$ cat src/rtl/struct_in_packed_rx.sv
// struct_in_packed_rx
//   Receiving end of a packed {data} struct port. Words arrive on a valid/ready
//   input, are buffered in a DEPTH-entry RAM and leave through a registered
//   output stage. Producer protocol violations are flagged on a sticky error.
//
// Ports
//   i_clk      clock, rising edge
//   i_rst_n    asynchronous active-low reset
//   i_a_valid  producer word valid
//   i_a_data   producer payload (struct field "data")
//   o_a_ready  receiver can accept a word this cycle (registered)
//   o_b_valid  output word valid (registered)
//   o_b_data   output payload (registered)
//   i_b_ready  consumer accepts the output word
//   o_count    words held, including the output register
//   o_err      sticky producer protocol violation

module struct_in_packed_rx #(
  parameter int unsigned W     = 8,
  parameter int unsigned DEPTH = 4,
  parameter int unsigned CW    = $clog2(DEPTH) + 1
) (
  input  logic          i_clk,
  input  logic          i_rst_n,
  input  logic          i_a_valid,
  input  logic [W-1:0]  i_a_data,
  output logic          o_a_ready,
  output logic          o_b_valid,
  output logic [W-1:0]  o_b_data,
  input  logic          i_b_ready,
  output logic [CW-1:0] o_count,
  output logic          o_err
);

  localparam int unsigned PW       = $clog2(DEPTH);
  localparam logic [CW-1:0] DepthCnt = CW'(DEPTH);
  localparam logic [CW-1:0] OneCnt   = CW'(1);

  // State
  logic [CW-1:0] count_q, count_d;
  logic          ready_q, ready_d;
  logic          out_valid_q, out_valid_d;
  logic [W-1:0]  out_data_q, out_data_d;
  logic [PW-1:0] wr_ptr_q, wr_ptr_d;
  logic [PW-1:0] rd_ptr_q, rd_ptr_d;
  logic [W-1:0]  mem_q [DEPTH];
  logic          err_q, err_d;

  // Previous-cycle view of the producer, used by the protocol checker
  logic          prev_valid_q;
  logic          prev_ready_q;
  logic [W-1:0]  prev_data_q;

  // Datapath helpers
  logic          push;
  logic          pop;
  logic          load_slot;
  logic          bypass;
  logic          mem_we;
  logic [CW-1:0] ram_cnt;
  logic          ram_empty;
  logic          stall;
  logic          retract;
  logic          data_chg;

  assign push = i_a_valid & ready_q;
  assign pop  = out_valid_q & i_b_ready;

  // The output register is part of o_count; the RAM holds the remainder.
  assign ram_cnt   = count_q - (out_valid_q ? OneCnt : '0);
  assign ram_empty = (ram_cnt == '0);

  // The output register takes a new word whenever it is empty or being drained.
  assign load_slot = ~out_valid_q | pop;
  assign bypass    = load_slot & ram_empty & push;
  assign mem_we    = push & ~bypass;

  // Output register refill and pointer advance
  always_comb begin
    out_valid_d = out_valid_q;
    out_data_d  = out_data_q;
    rd_ptr_d    = rd_ptr_q;
    wr_ptr_d    = wr_ptr_q;

    if (load_slot) begin
      if (!ram_empty) begin
        // Oldest buffered word goes first; any concurrent push lands in the RAM.
        out_valid_d = 1'b1;
        out_data_d  = mem_q[rd_ptr_q];
        rd_ptr_d    = rd_ptr_q + PW'(1);
      end else if (push) begin
        out_valid_d = 1'b1;
        out_data_d  = i_a_data;
      end else begin
        // Data is left as-is; only valid drops.
        out_valid_d = 1'b0;
      end
    end

    if (mem_we) begin
      wr_ptr_d = wr_ptr_q + PW'(1);
    end
  end

  // Occupancy and registered ready
  always_comb begin
    count_d = count_q;
    unique case ({push, pop})
      2'b10:   count_d = count_q + OneCnt;
      2'b01:   count_d = count_q - OneCnt;
      default: count_d = count_q;
    endcase
    // Computed from next-state count so a pop at full reopens ready one cycle later,
    // without any combinational path from i_b_ready to o_a_ready.
    ready_d = (count_d < DepthCnt);
  end

  // Protocol checker: a word offered but not taken must be held unchanged.
  always_comb begin
    stall    = prev_valid_q & ~prev_ready_q;
    retract  = stall & ~i_a_valid;
    data_chg = stall & i_a_valid & (i_a_data != prev_data_q);
    err_d    = err_q | retract | data_chg;
  end

  always_ff @(posedge i_clk or negedge i_rst_n) begin
    if (!i_rst_n) begin
      count_q      <= '0;
      ready_q      <= 1'b0;
      out_valid_q  <= 1'b0;
      out_data_q   <= '0;
      wr_ptr_q     <= '0;
      rd_ptr_q     <= '0;
      err_q        <= 1'b0;
      prev_valid_q <= 1'b0;
      prev_ready_q <= 1'b0;
      prev_data_q  <= '0;
    end else begin
      count_q      <= count_d;
      ready_q      <= ready_d;
      out_valid_q  <= out_valid_d;
      out_data_q   <= out_data_d;
      wr_ptr_q     <= wr_ptr_d;
      rd_ptr_q     <= rd_ptr_d;
      err_q        <= err_d;
      prev_valid_q <= i_a_valid;
      prev_ready_q <= ready_q;
      prev_data_q  <= i_a_data;
    end
  end

  // Storage RAM; contents need no reset since pointers and count gate every read.
  always_ff @(posedge i_clk) begin
    if (mem_we) begin
      mem_q[wr_ptr_q] <= i_a_data;
    end
  end

  assign o_a_ready = ready_q;
  assign o_b_valid = out_valid_q;
  assign o_b_data  = out_data_q;
  assign o_count   = count_q;
  assign o_err     = err_q;

`ifndef SYNTHESIS
  a_count_range : assert property (@(posedge i_clk) disable iff (!i_rst_n)
    count_q <= DepthCnt);
  a_valid_tracks_count : assert property (@(posedge i_clk) disable iff (!i_rst_n)
    out_valid_q == (count_q != '0));
`endif

endmodule

$ cat config.mk
export PLATFORM = sky130hd
export DESIGN_NAME = struct_in_packed_rx
export DESIGN_NICKNAME = d
export VERILOG_FILES = /design/src/rtl/struct_in_packed_rx.sv
export SDC_FILE = /design/constraint.sdc
export NUM_CORES = 1
export LEC_CHECK = 0
export ABC_AREA = 1
export CAP_MARGIN = 20
export CORE_MARGIN = 3
export CORE_UTILIZATION = 50
export CTS_CLUSTER_SIZE = 30
export DETAILED_ROUTE_END_ITERATION = 12
export PLACE_DENSITY = 0.71
export SYNTH_ARGS = -nofsm -noshare
export SYNTH_HDL_FRONTEND = slang
export SYNTH_SLANG_ARGS = --single-unit
$ cat constraint.sdc
create_clock -name i_clk -period 3.7 [get_ports i_clk]
set_input_delay 0.74 -clock i_clk [delete_from_list [all_inputs] [get_ports i_clk]]
set_output_delay 0.74 -clock i_clk [all_outputs]
set_load 0.05 [all_outputs]
==> After elaboration in Yosys (flattened, before gate mapping) <==
Memories as Yosys holds them, arrays and structs flattened.
Cells that the tools add are included.
{ "classes": {"addsub": 5, "magnitude_cmp": 1, "n_eq_ne": 4, "muxes": 8, "n_bitwise": 17, "reduce_logical": 3} }
{ "ops": {"columns": ["cell", "n"], "rows": [
  ["8-bit two-way mux", 2],
  ["1-bit bitwise AND", 9],
  ["8-bit inequality test", 1],
  ["3-bit one-hot mux with 2 select lines", 1],
  ["1-bit two-way mux", 5],
  ["1-bit NOT", 5],
  ["2-bit by 1-bit adder with 2-bit output, second input constant", 2],
  ["2-bit AND reduction", 2],
  ["3-bit by 1-bit adder with 3-bit output, second input constant", 1],
  ["3-bit zero test", 1],
  ["3-bit < comparator, second input constant", 1],
  ["1-bit bitwise OR", 3],
  ["3-bit by 1-bit subtractor with 3-bit output", 1],
  ["3-bit by 1-bit subtractor with 3-bit output, second input constant", 1],
  ["2-bit by 1-bit == test with 1-bit output, second input constant", 1],
  ["2-bit == test, second input constant", 1],
  ["2-bit inequality test, second input constant", 1]
]} }
{ "word_totals": {"reg_bits": 28, "mem_bits_rw": 32, "inputBits": 12, "out_inout_bits": 14, "wordCells": 49, "n_memories": 1} }
{ "mem_list": {"columns": ["name", "words", "word_bits", "rd", "rd_clocked_by_memory_dff", "wr", "line_no", "text"], "rows": [
  ["mem_q", 4, 8, 1, 0, 1, "46", "logic [W-1:0] mem_q [DEPTH];"]
]} }

==> Logic depth before layout (Yosys ltp) <==
Gate-level depths: netlist of the first run.
{ "depth": {"depth_word": 9, "ltp_mapped": 10, "ltp_nobuf": 10} }

==> Worst setup path after synthesis of the first run <==
Ideal clock, no wire load.
{ "synth_timing": {"path_type": "reg2reg", "start": "register count_q[0], in the netlist o_count[0]", "end": "memory mem_q[0][0] (enable)", "setup_time_ns": 0.371, "arrival_time_ns": 1.782, "required_ns": 3.329, "setup_slack_ns": 1.547, "stages_incl_launch_ff": 8, "n_path_buf": 0, "synth_period_minus_slack_ns": 2.153, "cell_sequence": "dfrtp_1 inv_1 ha_1 inv_1 nor2_2 nand4_1 nand2_1 nor2_1"} }
{ "synth_between": {"elab_chain_cells": 8} }
{ "synth_rtl": {"columns": ["item", "line_no", "text"], "rows": [
  ["start: declaration", "40", "logic [CW-1:0] count_q, count_d;"],
  ["start signal: assignment", "139", "count_q <= count_d;"],
  ["3-bit by 1-bit subtractor with 3-bit output", "70", "assign ram_cnt = count_q - (out_valid_q ? OneCnt : '0);"],
  ["3-bit zero test", "71", "assign ram_empty = (ram_cnt == '0);"],
  ["1-bit bitwise AND (2 in a row)", "75", "assign bypass = load_slot & ram_empty & push;"],
  ["1-bit NOT", "76", "assign mem_we = push & ~bypass;"],
  ["1-bit bitwise AND", "76", null],
  ["1-bit two-way mux", "154", "if (mem_we) begin"],
  ["1-bit two-way mux (implied by the code)", "155", "mem_q[wr_ptr_q] <= i_a_data;"],
  ["end: declaration", "46", null]
]} }
Every way passes these cells.

==> Worst setup path in the final report of the first run <==
{ "layout_timing": {"start": "register out_valid_q, in the netlist o_b_valid", "end": "output o_b_valid"} }
{ "layout_rtl": {"columns": ["item", "line_no", "text"], "rows": [
  ["start: declaration", "42", "logic out_valid_q, out_valid_d;"],
  ["start signal: assignment", "141", "out_valid_q <= out_valid_d;"],
  ["end: declaration", "28", "output logic o_b_valid,"]
]} }
No word-level cell between the ends.

==> flow_summary.json, run 1 <==
{
  "status": "complete, no violations",
  "rsz0062_at_grt": "no",
  "p_comb_share_pct": 42.5,
  "cts_tree": "yes",
  "grt_usage_pct": 18.49,
  "fin_skew_ns": 0.01180,
  "reg2reg_to": "mem_q[1][1]$_DFFE_PP_",
  "period_needed_ns": 2.407,
  "hold_path_startpoint": "o_a_ready$_DFF_PN0_",
  "slowest_stage": "clkdlybuf4s50_1",
  "place_area_mm2": 0.002933,
  "grt_max_degree": 29,
  "core_mm2": 0.004911,
  "max_cap_viol_count": 0,
  "leakagePower_nw": 1.370,
  "hold_depth": 0,
  "whs_endpoint": "prev_ready_q$_DFF_PN0_",
  "rows": 25,
  "path_buf_inv": 1,
  "path_class": "reg2out",
  "wl_met2_um": 2472,
  "postLayoutCellArea_mm2": 0.003124,
  "post_cts_resized": 0,
  "syn_area_per_cell_um2": 10.42,
  "cts_htree_levels": 3,
  "cts_buffers": 9,
  "finalSetupViolCount": 0,
  "dp_hpwl_um": 3447,
  "relSlewSlack_pct": 50.92,
  "regToRegStartpoint": "o_b_valid$_DFFE_PN0N_",
  "fmax_ghz": 0.4155,
  "synth_area_mm2": 0.002635,
  "crit_required_ns": 2.96,
  "cts-root-buf": "clkbuf_8",
  "io_buffers": 25,
  "routed.top_layer": "met4",
  "area_growth_syn_to_layout_pct": 18.57,
  "dieWidth_um": 78.60,
  "power.share.clock_pct": 20.6,
  "power.density_mw_per_mm2": 868.6,
  "wirelength_um": 4868,
  "pwr-share-seq_pct": 36.8,
  "gp_congestion": 0.8328,
  "ir_drop_v": 0.0006122,
  "nets": 304,
  "crit_family": "buffers and inverters",
  "fin_crit_sh_pct": 65.05,
  "max_slew.worst_pin.slew_ns": 0.7334,
  "crit_chain": "clkdlybuf4s50_1",
  "die_y_um": 78.60,
  "remaining_drc_errors": 0,
  "antennaDiodeCount": 0,
  "switching_share_pct": 42.29,
  "yosysSeqAreaShare_pct": 63.06,
  "io_pins": 26,
  "grt_pass1_vias": 1820,
  "dieArea_mm2": 0.006177,
  "drive_gt1_share_pct": 9.655,
  "grt_overflow_total": 0,
  "via_per_inst": 4.821,
  "postCtsHoldBufs": 0,
  "crit_fanout": 5,
  "antenna_found_initial": 0,
  "drtPass1Iterations": 4,
  "slew_viol_final": 0,
  "met1_length_um": 2116,
  "cp-end-kind": "output port",
  "final_antenna_net_count": 0,
  "cts_setup_buffers": 0,
  "clock-sinks": 60,
  "crit_path_start_kind": "register",
  "tns_ns": 0,
  "crit_path_max_incr_delay_ns": 0.85,
  "wl_met3_um": 230,
  "start_util_pct": 53.66,
  "clockBufferDepth": 2,
  "clk_pin_slew_ns": 0.07,
  "drt-initial-drc-count": 62,
  "synth_cell_types": 27,
  "synth_seq_cells": 60,
  "syn_inst": 253,
  "r2r_slack_ns": 1.58,
  "p_int_w": 0.001566,
  "yosys_warnings": 0,
  "cp_data_arrival_time_ns": 1.67,
  "rr_worst_depth": 6,
  "clkLatencyLatePin_ns": 0.34,
  "hold_violations": 0,
  "hp-class": "reg2reg",
  "p_sw_w": 0.001148,
  "wl_per_cell_um": 13.64,
  "vias": 1721,
  "grt_pass1_wl_um": 8431,
  "syn_nets": 272
}
layout by cell type, fill, tap and decap left out, types with 5 or more instances in the layout:
master	instances
o21ai_0	10
inv_1	25
edfxtp_1	32
ha_1	6
o21ai_1	5
nand2_1	92
o211ai_1	8
nor2_1	15
clkbuf_8	9
dfrtp_1	28
clkdlybuf4s50_1	25
cells in the mapped netlist (all sizes together):
master,number,area [µm²]
a21oi,2,21.27
buf,5,43.79
clkinv,1,3.750
dfrtp,28,700.7
edfxtp,32,960.9
fa,1,20.02
ha,6,75.07
inv,30,115.1
mux2,1,11.26
nand2,94,357.8
nand3,4,32.53
nand4,1,6.260
nor2,17,82.58
o211ai,8,60.06
o21ai,15,75.07
o21bai,1,7.510
xnor2,4,35.03
xor2,3,26.28
layer usage:
metal / track usage (%) / vias up
li1: - / 875
met1: 21.46 / 812
met2: 31.75 / 29
met3: 7.454 / 5
met4: 4.720 / 0
met5: 0 / -
how the worst max path moves through the flow:
stage	end	start	cells past startpoint	slack, ns
floorplan	mem_q[0][0]$_DFFE_PP_	o_count[0]$_DFFE_PN0N_	7	1.55
global placement	mem_q[1][3]$_DFFE_PP_	i_b_ready	6	1.12
detailed placement	mem_q[1][1]$_DFFE_PP_	i_b_ready	6	1.04
CTS	o_b_valid	o_b_valid$_DFFE_PN0N_	1	1.28
global route	mem_q[1][3]$_DFFE_PP_	i_b_ready	6	1.21
finish	o_b_valid	o_b_valid$_DFFE_PN0N_	1	1.29
power by group through the flow:
stage,sequential [W],combinational (W),clock (W)
floorplan,0.00122,0.000655,0
global placement,0.00101,0.00114,0
detailed placement,0.00101,0.00117,0
CTS,0.00100,0.00117,0.000574
global route,0.00102,0.00129,0.000607
finish,0.00100,0.00115,0.000560
per-stage QoR:
stage                     power [W]  setup slack [ns]  hold slack (ns)  cells  utilization [%]
final                      0.002714             1.293           0.4161    357            63.62
after global routing       0.002920             1.208           0.4381    357            63.62
after CTS                  0.002747             1.280           0.4176    357            63.62
after detailed placement   0.002180             1.039           0.4011    341            59.72
after global placement     0.002154             1.116           0.4015    341            59.72
after floorplan            0.001871             1.547           0.4444    253                -
registers in the layout, summed over array words and instances, names as in the netlist, named ones only:
signal	count
wr_ptr_q	2
prev_ready_q	1
mem_q	32
o_err	1
o_b_valid	1
o_a_ready	1
o_count	2
prev_data_q	8
prev_valid_q	1
rd_ptr_q	2
o_b_data	8
layout make-up:
class,count,area [µm²]
clock buffers,9,123.9
repair buffers,26,257.7
fillers,404,1787
inverters,31,118.9
flip-flops and latches,60,1662
well taps,67,83.83
multi-input cells,157,810.8
clock inverters,7,67.56
cells by family (layout without fill, tap and decap cells):
logic type                 after synthesis  after routing  synth area share [%]
buffers and inverters                   36             73                 6.173
AOI/OAI and AO/OA                       26             26                 6.220
DFF                                     60             60                 63.06
muxes                                    1              1                0.4273
adders and majority gates                7              7                 3.609
and+or+nand+nor                        116            116                 18.19
xor gates and xnor gates                 7              7                 2.327
Power figures use the tool's default switching activity.
==> inputs of run 2 (changes only) <==
--- a/config.mk
+++ b/config.mk
@@ -11,7 +11,7 @@
 export CORE_UTILIZATION = 50
 export CTS_CLUSTER_SIZE = 30
 export DETAILED_ROUTE_END_ITERATION = 12
-export PLACE_DENSITY = 0.71
+export PLACE_DENSITY = 0.74
 export SYNTH_ARGS = -nofsm -noshare
 export SYNTH_HDL_FRONTEND = slang
 export SYNTH_SLANG_ARGS = --single-unit
==> constraint.sdc (replaced) <==
create_clock -name i_clk -period 2.15 [get_ports i_clk]
set_input_delay 0.43 -clock i_clk [delete_from_list [all_inputs] [get_ports i_clk]]
set_output_delay 0.43 -clock i_clk [all_outputs]
set_load 0.05 [all_outputs]
==> run 2 against run 1 <==
Clock skew shrank 0.0014 ns; clock power up 41%; total power rose by 69%; critical path depth unchanged.
==> flow_summary.json, run 2 (synthesized netlist as in run 1, its figures left out) <==
{
  "top_register": "mem_q",
  "dieArea_mm2": 0.006177,
  "grt_pass1_wl_um": 8618,
  "largest_reg_flops": 32,
  "crit_chain": "clkdlybuf4s50_1",
  "cts_tree": "yes",
  "fin_util_pct": 64.08,
  "leakagePower_nw": 1.395,
  "crit_fanout": 4,
  "status": "complete, no violations",
  "grt_max_degree": 29,
  "clockBufferDepth": 2,
  "period_needed_ns": 2.004,
  "clock-sinks": 60,
  "antenna_found_initial": 0,
  "io_buffers": 25,
  "cp-end-kind": "output port",
  "final_common_cell": "nand2_1",
  "final_cell_mix": "nand2_1, edfxtp_1, dfrtp_1",
  "drive_gt1_share_pct": 10.40,
  "slowest_stage": "clkdlybuf4s50_1",
  "regToRegStartpoint": "o_b_valid$_DFFE_PN0N_",
  "clkLatencyLatePin_ns": 0.32,
  "grt_usage_pct": 18.73,
  "gp_congestion": 0.7911,
  "cts_htree_levels": 3,
  "drt-initial-drc-count": 160,
  "max_slew.worst_pin.slew_ns": 0.5104,
  "crit_path_start_kind": "register",
  "cts-root-buf": "clkbuf_8",
  "rsz0062_at_grt": "no",
  "grt_pass1_vias": 1752,
  "dieWidth_um": 78.60,
  "cp_data_arrival_time_ns": 1.57,
  "remaining_drc_errors": 0,
  "ir_drop_v": 0.0009968,
  "post-place-ws_ns": -0.08330,
  "cts_buffers": 9,
  "tns_ns": 0,
  "hp-class": "reg2reg",
  "die_y_um": 78.60,
  "relSlewSlack_pct": 65.91,
  "finalSetupViolCount": 0,
  "fmax_ghz": 0.4990,
  "core_mm2": 0.004911,
  "crit_family": "buffers and inverters",
  "nets": 312,
  "clk_pin_slew_ns": 0.06,
  "hold_violations": 0,
  "io_pins": 26,
  "worst_slack_ns": 0.1460,
  "fin_hold_ws_ns": 0.4275,
  "power_w": 0.004584,
  "final_antenna_net_count": 0,
  "wirelength_um": 5057,
  "rows": 25,
  "max_cap_viol_count": 0,
  "hold_path_startpoint": "o_a_ready$_DFF_PN0_",
  "slew_viol_final": 0,
  "postCtsHoldBufs": 0,
  "seq_area_mm2": 0.001663,
  "via_per_inst": 4.885,
  "path_class": "reg2out",
  "antennaDiodeCount": 0,
  "fin_skew_ns": 0.01040,
  "wl_per_cell_um": 13.85,
  "start_util_pct": 53.66,
  "fillers": 396,
  "grt_overflow_total": 0,
  "fin_crit_sh_pct": 93.21,
  "cp-startpoint": "o_count[1]$_DFFE_PN0N_",
  "crit_required_ns": 1.72,
  "multi_input_area_um2": 810.8,
  "dp_hpwl_um": 3545,
  "power.density_mw_per_mm2": 1457,
  "drtPass1Iterations": 4,
  "path_buf_inv": 1,
  "crit_path_max_incr_delay_ns": 0.83,
  "area_growth_syn_to_layout_pct": 19.42,
  "vias": 1783
}
[run 2: cell types whose count changed in the layout (fill, tap and decap cells not counted), sizes merged]
| cell | change |
|---|---|
| dlymetal6s2s | +1 |
| clkbuf | +7 |
| clkdlybuf4s50 | -1 |
| clkinv | -4 |
| buf | +8 |
| bufinv | -1 |
| clkinvlp | -2 |
[run 2: path summary, 6_finish.rpt]
path,to,slack (ns),cells past startpoint
min in group asynchronous,prev_data_q[7]$_DFF_PN0_,0.49,2
max reg2reg,o_b_data[5]$_DFFE_PN0P_,0.28,9
max,o_count[1],0.15,1
min,prev_ready_q$_DFF_PN0_,0.43,0
max in group asynchronous,o_count[0]$_DFFE_PN0N_,1.37,2
min reg2reg,prev_ready_q$_DFF_PN0_,0.43,0
[run 2: metrics by stage]
stage                     instance area (µm²)  instances
after floorplan                          2636        253
after global placement                   2994        349
after detailed placement                 2994        349
after CTS                                3144        365
after global routing                     3147        365
final                                    3147        365
[run 2: cell type report]
cell class | count | share of cell area [%]
clock buffer | 16 | 4.771
inverter | 31 | 3.777
multi-input combinational | 157 | 25.77
sequential | 60 | 52.84
tap | 67 | 2.664
timing repair buffer | 34 | 10.18
[run 2: report_power, final]
group	switching, W	total [W]	internal (W)
combinational	0.00139	0.00210	0.000710
clock	0.000369	0.000791	0.000422
sequential	0.000182	0.00169	0.00151
[run 2: per-layer routing]
metal  vias to the layer above  track usage (%)  routed length [µm]
li1                        897                -                   -
met1                       842            25.29                2273
met2                        37            29.29                2458
met3                         7            4.472                 244
met4                         0            7.343                  82
met5                         -                0                   0
[run 2: repair_timing]
| action | CTS | global route |
|---|---|---|
| setup endpoints to repair | 0 | 1 |
| gates resized for setup | 0 | 1 |
| setup buffers | 0 | 0 |
==> inputs of run 3 (changes only) <==
--- a/config.mk
+++ b/config.mk
@@ -12,6 +12,7 @@
 export CTS_CLUSTER_SIZE = 30
 export DETAILED_ROUTE_END_ITERATION = 12
 export PLACE_DENSITY = 0.74
+export SETUP_SLACK_MARGIN = 0.4
 export SYNTH_ARGS = -nofsm -noshare
 export SYNTH_HDL_FRONTEND = slang
 export SYNTH_SLANG_ARGS = --single-unit
==> run 3 against run 2 <==
First-iteration DRC count shrank 23%; global-route usage is essentially flat; sequential share of layout area shrank 1.7 points; register-to-register slack better by 0.18 ns; cell count rose by 1.4%; maximum frequency grew 18%; via count grew 2.1%; critical path depth did not move; hold slack got worse by 0.0089 ns; clock power increased by 17%; non-clock buffer count rose by 5; die area is the same; largest power group unchanged.
==> flow_summary.json, run 3 (synthesized netlist as in run 1, its figures left out) <==
{
  "fin_skew_ns": 0.008355,
  "largest_reg_flops": 32,
  "drtPass1Iterations": 4,
  "max_slew.worst_pin.slew_ns": 0.5120,
  "hp-class": "reg2reg",
  "power_w": 0.004871,
  "clk_pin_slew_ns": 0.06,
  "status": "complete, no violations",
  "crit_path_start_kind": "register",
  "wl_per_cell_um": 14.50,
  "die_y_um": 78.60,
  "fmax_ghz": 0.5864,
  "power.density_mw_per_mm2": 1496,
  "seq_area_mm2": 0.001665,
  "dieWidth_um": 78.60,
  "grt_overflow_total": 0,
  "place_area_mm2": 0.003034,
  "slowest_stage": "dlygate4sd2_1",
  "relSlewSlack_pct": 66.00,
  "final_antenna_net_count": 0,
  "max_cap_viol_count": 0,
  "rr_worst_depth": 7,
  "fillers": 388,
  "worst-path-stages": 1,
  "dieArea_mm2": 0.006177,
  "io_pins": 26,
  "drive_gt1_share_pct": 16.50,
  "via_per_inst": 4.922,
  "cp-end-kind": "output port",
  "clockBufferDepth": 2,
  "crit_path_max_incr_delay_ns": 0.54,
  "path_buf_inv": 1,
  "cp_data_arrival_time_ns": 1.28,
  "multi_input_area_um2": 879.6,
  "nets": 317,
  "ir_drop_v": 0.0008624,
  "grt_pass1_vias": 1770,
  "start_util_pct": 53.66,
  "final_cell_mix": "nand2_1, edfxtp_1, dfrtp_1",
  "vias": 1821,
  "crit_chain": "dlygate4sd2_1",
  "rsz0062_at_grt": "yes",
  "wirelength_um": 5366,
  "antennaDiodeCount": 0,
  "gp_congestion": 0.8307,
  "top_register": "mem_q",
  "leakagePower_nw": 1.445,
  "postLayoutCellArea_mm2": 0.003256,
  "path_class": "reg2out",
  "antenna_found_initial": 0,
  "final_common_cell": "nand2_1",
  "fin_crit_sh_pct": 79.32,
  "clkLatencyLatePin_ns": 0.33,
  "cts_htree_levels": 3,
  "crit_family": "buffers and inverters",
  "period_needed_ns": 1.705,
  "hold_violations": 0,
  "drt-initial-drc-count": 123,
  "postCtsHoldBufs": 0,
  "slew_viol_final": 0,
  "cts_tree": "yes",
  "crit_fanout": 4,
  "grt_max_degree": 29,
  "cts-root-buf": "clkbuf_8",
  "dp_hpwl_um": 3635,
  "clock-sinks": 60,
  "grt_pass1_wl_um": 8507,
  "crit_required_ns": 1.72,
  "hold_depth": 0,
  "placedCellCount": 349,
  "rows": 25,
  "io_buffers": 25,
  "final_cells": 370,
  "remaining_drc_errors": 0,
  "cts_buffers": 9,
  "grt_usage_pct": 18.73,
  "core_mm2": 0.004911,
  "area_growth_syn_to_layout_pct": 23.55,
  "finalSetupViolCount": 0
}
[run 3: layout make-up]
cell class	instances	share of cell area (%)
Sequential cell	60	51.15
Multi-Input combinational cell	157	27.02
Timing Repair Buffer	39	10.18
Clock buffer	13	4.266
Inverter	31	3.651
Tap cell	67	2.575
Clock inverter	3	1.153
[run 3: what timing repair did]
item                                    CTS  global route
cloned                                    0             0
endpoints found under the setup margin   25            36
pin swaps                                 2             5
gates resized for setup                  20             4
buffers inserted                          1             4
[run 3: worst paths after layout]
| path | start | endpoint | slack, ns |
|---|---|---|---|
| max reg2reg | o_count[0]$_DFFE_PN0N_ | mem_q[3][3]$_DFFE_PP_ | 0.46 |
| max | o_b_valid$_DFFE_PN0N_ | o_b_valid | 0.44 |
| max in group asynchronous | i_rst_n | o_count[0]$_DFFE_PN0N_ | 1.39 |
| min reg2reg | o_a_ready$_DFF_PN0_ | prev_ready_q$_DFF_PN0_ | 0.42 |
| min | o_a_ready$_DFF_PN0_ | prev_ready_q$_DFF_PN0_ | 0.42 |
| min in group asynchronous | i_rst_n | prev_data_q[1]$_DFF_PN0_ | 0.47 |
[run 3: per-layer routing]
layer	routed length [µm]	GRT usage (%)	vias up	part of all wire (%)
li1	-	-	901	-
met1	2230	23.13	856	42
met2	2741	30.56	55	51
met3	299	3.899	9	5.6
met4	95	10.49	0	1.8
met5	0	0	-	0
[run 3: per-stage QoR]
step                      hold WS (ns)  TNS [ns]  worst slack (ns)  utilization [%]
after global routing            0.4314         0            0.3791            66.29
after CTS                       0.4217         0            0.3938            65.50
after global placement          0.4119         0           0.03287            61.78
after floorplan                 0.1344         0            0.3706                -
after detailed placement        0.4113  -0.01462          -0.01462            61.78
final                           0.4186         0            0.4447            66.29
[run 3: where the power goes]
group / leakage (nW) / switching, W / total (W) / internal, W
combinational: 0.743 / 0.00153 / 0.00225 / 0.000728
sequential: 0.615 / 0.000179 / 0.00169 / 0.00151
clock: 0.0867 / 0.000399 / 0.000928 / 0.000529
==> patch 1, RTL diff (settings of run 3) <==
Take the reset off `out_data_q` and `prev_data_q` and load them in a clocked block of their own.
--- a/src/rtl/struct_in_packed_rx.sv
+++ b/src/rtl/struct_in_packed_rx.sv
@@ -128,25 +128,26 @@
       count_q      <= '0;
       ready_q      <= 1'b0;
       out_valid_q  <= 1'b0;
-      out_data_q   <= '0;
       wr_ptr_q     <= '0;
       rd_ptr_q     <= '0;
       err_q        <= 1'b0;
       prev_valid_q <= 1'b0;
       prev_ready_q <= 1'b0;
-      prev_data_q  <= '0;
     end else begin
       count_q      <= count_d;
       ready_q      <= ready_d;
       out_valid_q  <= out_valid_d;
-      out_data_q   <= out_data_d;
       wr_ptr_q     <= wr_ptr_d;
       rd_ptr_q     <= rd_ptr_d;
       err_q        <= err_d;
       prev_valid_q <= i_a_valid;
       prev_ready_q <= ready_q;
-      prev_data_q  <= i_a_data;
     end
+  end
+
+  always_ff @(posedge i_clk) begin
+    out_data_q  <= out_data_d;
+    prev_data_q <= i_a_data;
   end
 
   // Storage RAM; contents need no reset since pointers and count gate every read.
Check against the original RTL: differs if i_rst_n is asserted again (counterexample within 4 cycles, from zero or initial values and one cycle with i_rst_n low); with i_rst_n held inactive, the same outputs for 10 cycles.
==> patch 1 against run 3 <==
  * Design area is 3.4% lower
  * Fmax is 3.0% lower
  * Sequential power is 6% higher
  * Via count is 11% lower
  * Wire length is 16% lower
  * Core utilization is 0.57 points lower
  * Worst setup slack worse by 54 ps
  * Synthesized area is 5.2% lower
  * Highest routed layer unchanged
  * Power is 3.7% lower
  * Sequential cell count stayed put
==> patch 1: results (changes against run 3) <==
GPL Wtd Cong 0.781 (was 0.831); Final #Nets 289 (was 317); Yosys cell types 23 (was 27); status complete, no violations (unchanged); H-tree depth 3 (unchanged); clock-pin slew on the worst setup and hold paths 60 ps (about the same); pin count of the biggest net entering global routing 19 (was 29); CP arrival 1970 ps (was 1280 ps); static leakage 1.31 nW (was 1.44 nW); router iterations before antenna repair 4 (unchanged); GRT Resource Usage Total 0.168 (was 0.187); Clock power frac 0.235 (was 0.191); switching power 0.00183 W (was 0.00210 W); synthesis warning total 0 (unchanged); Max rail drop VDD 0.000989 V (was 0.000862 V); max reg flops 32 (unchanged); vias per cell 4.75 (was 4.92); clock tree root buffer cell clkbuf_8 (unchanged); Crit Path Max Fanout 2 (was 4); Routed WL per cell 13.2 um (was 14.5 um); Seq/Total Area, Yosys 0.665 (was 0.631); r2r setup slk roughly 470 ps; Slew @ Worst Pin 535 ps (was 512 ps); DR iter-0 viols 103 (was 123); diode count 0 (unchanged); ranking of synthesized cells by area edfxtp_1 (48%), dfrtp_1 (12%), dfxtp_1 (6.4%) (was edfxtp_1 (36%), dfrtp_1 (27%), nand2_1 (13%)); Post-synth top cells nor2_1 (41), edfxtp_1 (40), nand2_1 (37), inv_1 (29), o21ai_0 (21) (was nand2_1 (92), edfxtp_1 (32), dfrtp_1 (28), inv_1 (25), nor2_1 (15)); cts bufs inserted 9 (unchanged); Post-Syn Nets 246 (was 272); asr flop ratio synth 0.200 (was 0.467); Post-synth EDFFs 40 (was 32); Post-DP Area 2900 um^2 (was 3030 um^2); hold crit path type reg -> reg (unchanged); Worst Skew 6.00 ps (was 8.36 ps); CP peak stage delay 420 ps (was 540 ps); clock buffer depth 2 (unchanged); first-pass GRT wire length 7470 um (was 8510 um); Critical-path top delay cell clkdlybuf4s50_1 (was dlygate4sd2_1); vias in the first global route 1,579 (was 1,770); initial antenna violation count 0 (unchanged); Most flops, register mem_q (unchanged); Detailed Place HPWL 3030 um (was 3640 um); sequential power 0.00179 W (was 0.00169 W); # port buffers 25 (unchanged); cell family with most CP delay adder cells (was buffers and inverters); Skew-Pair Late Insertion Delay 330 ps (about the same); share of layout cells above drive strength 1 0.171 (was 0.165)
patch 1: final cells by class:
type | instances | area, um^2
timing repair buffer | 38 | 342
inverter | 30 | 118
clock inverter | 4 | 72.6
fill | 388 | 1640
sequential | 60 | 1670
clock buffer | 12 | 145
multi-input combinational | 131 | 718
tap | 67 | 83.8
patch 1: cell families (layout without fill, tap and decap cells):
logic type | count (synthesis) | in the layout | share of synthesized area
compound gates | 37 | 37 | 0.0792
xor+xnor | 6 | 6 | 0.0210
fa+ha+maj | 7 | 7 | 0.0381
buf+inv | 36 | 84 | 0.0686
flops | 60 | 60 | 0.665
mux | 1 | 1 | 0.00451
simple gates | 80 | 80 | 0.123
patch 1: metal layers:
metal	vias up	track usage	wire, um
li1	825	-	-
met5	-	0	0
met1	747	0.219	2090
met2	47	0.256	2120
met3	7	0.0516	250
met4	0	0.0815	63
patch 1: path summary, 6_finish.rpt:
path,startpoint,to,cells past startpoint
min reg2reg,o_a_ready,prev_ready_q,0
min in group asynchronous,i_rst_n,wr_ptr_q[1],1
max reg2reg,o_b_valid,mem_q[1][5],7
max,i_b_ready,o_a_ready,9
min,o_a_ready,prev_ready_q,0
max in group asynchronous,i_rst_n,o_a_ready,1
patch 1: stage by stage:
stage | hold WS (ps) | setup TNS (ps) | worst slack, ps | total power [W] | instances
floorplan | 134 | 0 | 350 | 0.00310 | 227
global placement | 421 | 0 | 13.5 | 0.00354 | 323
detailed placement | 421 | -24.8 | -24.8 | 0.00361 | 323
CTS | 436 | 0 | 400 | 0.00468 | 342
global route | 451 | 0 | 304 | 0.00499 | 342
finish | 429 | 0 | 391 | 0.00469 | 342
patch 1: timing repair:
item / in CTS / in global routing
pin swaps: 3 / 3
gates resized for setup: 17 / 6
hold buffers: 0 / 0
endpoints found under the setup margin: 49 / 48
setup buffers: 3 / 0
==> patch 2, RTL diff (flow settings as in run 3) <==
Without the edit above. `DEPTH`: 4 -> 8.
--- a/src/rtl/struct_in_packed_rx.sv
+++ b/src/rtl/struct_in_packed_rx.sv
@@ -17,7 +17,7 @@
 
 module struct_in_packed_rx #(
   parameter int unsigned W     = 8,
-  parameter int unsigned DEPTH = 4,
+  parameter int unsigned DEPTH = 8,
   parameter int unsigned CW    = $clog2(DEPTH) + 1
 ) (
   input  logic          i_clk,
Ports: changed (resized o_count); port bits go from 26 to 27. No check against the original RTL was run, so the function may have changed too.
==> patch 2 against run 3 <==
  * Sequential power up 50%
  * Critical path depth up 10
  * Design area up 56%
  * Power up 38%
  * Via count up 64%
  * Clock skew up 6.8 ps
  * Sequential cell count up 35
  * Sequential share of layout area up 2.2 points
  * Synthesized area up 57%
  * Worst setup slack worse by 79 ps
  * Wire length up 73%
  * Critical endpoint is now o_count[2]
  * Largest cell class unchanged
==> patch 2: results (changes against run 3) <==
synthesis warning total 0 (unchanged); pin count of the biggest net entering global routing 34 (was 29); static leakage 2.14 nW (was 1.44 nW); # port buffers 26 (was 25); cell family with most CP delay buffers and inverters (unchanged); vias in the first global route 2,943 (was 1,770); Crit Path Max Fanout 3 (was 4); DR iter-0 viols 231 (was 123); Max rail drop VDD 0.000882 V (was 0.000862 V); share of layout cells above drive strength 1 0.195 (was 0.165); first-pass GRT wire length 14,600 um (was 8510 um); ranking of synthesized cells by area edfxtp_1 (47%), dfrtp_1 (19%), nand2_1 (11%) (was edfxtp_1 (36%), dfrtp_1 (27%), nand2_1 (13%)); Mapped Cells 389 (was 253); Post-Syn Nets 408 (was 272); DR vias 2,993 (was 1,821); DP Worst Slack -29.2 ps (was -14.6 ps); router iterations before antenna repair 5 (was 4); max reg flops 64 (was 32); GRT Resource Usage Total 0.199 (was 0.187); GPL Wtd Cong 0.825 (was 0.831); initial antenna violation count 0 (unchanged); Post-synth EDFFs 64 (was 32); Worst Skew 15.1 ps (was 8.36 ps); CP arrival 2020 ps (was 1280 ps); cts repair resizes 28 (was 20); Yosys cell types 27 (unchanged); setup repair bufs after CTS 8 (was 1); hold crit path type reg -> reg (unchanged); fmax 560 MHz (was 586 MHz); Routed WL per cell 16.8 um (was 14.5 um); diode count 0 (unchanged); H-tree depth 3 (unchanged); Critical-path top delay cell clkdlybuf4s50_1 (was dlygate4sd2_1); Post-DP Area 4690 um^2 (was 3030 um^2); Seq/Total Area, Yosys 0.654 (was 0.631); Detailed Place HPWL 5790 um (was 3640 um); CP peak stage delay 500 ps (was 540 ps); Skew-Pair Late Insertion Delay 360 ps (was 330 ps); cts bufs inserted 9 (unchanged); non-filler cells in the finished layout 553 (was 370); clock-pin slew on the worst setup and hold paths 90 ps (was 60 ps); Most flops, register mem_q (unchanged); placed cell count 521 (was 349); Final #Nets 465 (was 317); clock buffer depth 2 (unchanged); r2r setup slk 400 ps (was 460 ps); clock tree root buffer cell clkbuf_8 (unchanged); Rel. slew slack 0.634 (was 0.660); worst hold slack 415 ps (was 419 ps); status complete, no violations (unchanged); asr flop ratio synth 0.326 (was 0.467); Post-synth top cells nand2_1 (124), nand3_1 (74), edfxtp_1 (64), dfrtp_1 (31), inv_1 (29) (was nand2_1 (92), edfxtp_1 (32), dfrtp_1 (28), inv_1 (25), nor2_1 (15))
-- patch 2: changes by cell type after synthesis, moves of 3 or more --
cell and delta:
inv_1 +4, nor2_1 -7, edfxtp_1 +32, nor3_1 +4, buf_6 -3, o21ai_0 -8, nand2_1 +32, dfrtp_1 +3
nand3_1 +71, o211ai_1 -8, buf_2 +8, xnor2_1 +3
-- patch 2: power breakdown --
| group | total, W | switching (W) | internal (W) |
|---|---|---|---|
| clock network | 0.00104 | 0.000616 | 0.000423 |
| registers | 0.00253 | 0.000243 | 0.00229 |
| logic | 0.00317 | 0.00211 | 0.00107 |
| total | 0.00674 | 0.00296 | 0.00378 |
-- patch 2: worst paths after layout --
check | start | endpoint | cells past startpoint
max | i_b_ready | o_count[2] | 11
min | o_a_ready | prev_ready_q | 0
max reg2reg | o_b_valid | o_count[2] | 11
min reg2reg | o_a_ready | prev_ready_q | 0
max in group asynchronous | i_rst_n | o_count[0] | 2
min in group asynchronous | i_rst_n | o_b_data[7] | 2
-- patch 2: metal layers --
layer,track usage,share of wire
met1,0.244,0.39
met2,0.338,0.52
met3,0.0389,0.056
met4,0.0918,0.032
met5,0,0
-- patch 2: layout make-up --
class                   instances  area [um^2]
well taps                     102          128
repair buffers                 59          559
inverters                      32          120
clock inverters                 7         47.5
clock buffers                   9          124
multi-input cells             249         1390
flip-flops and latches         95         2700
fillers                       585         2780
-- patch 2: cell families (layout without fill, tap and decap cells) --
family / after synthesis / in the layout / share of synthesized area
AOI/OAI and AO/OA: 14 / 14 / 0.0209
xor gates and xnor gates: 10 / 10 / 0.0212
adders and majority gates: 7 / 7 / 0.0212
buffers and inverters: 46 / 107 / 0.0519
DFF: 95 / 95 / 0.654
and+or+nand+nor: 217 / 218 / 0.231
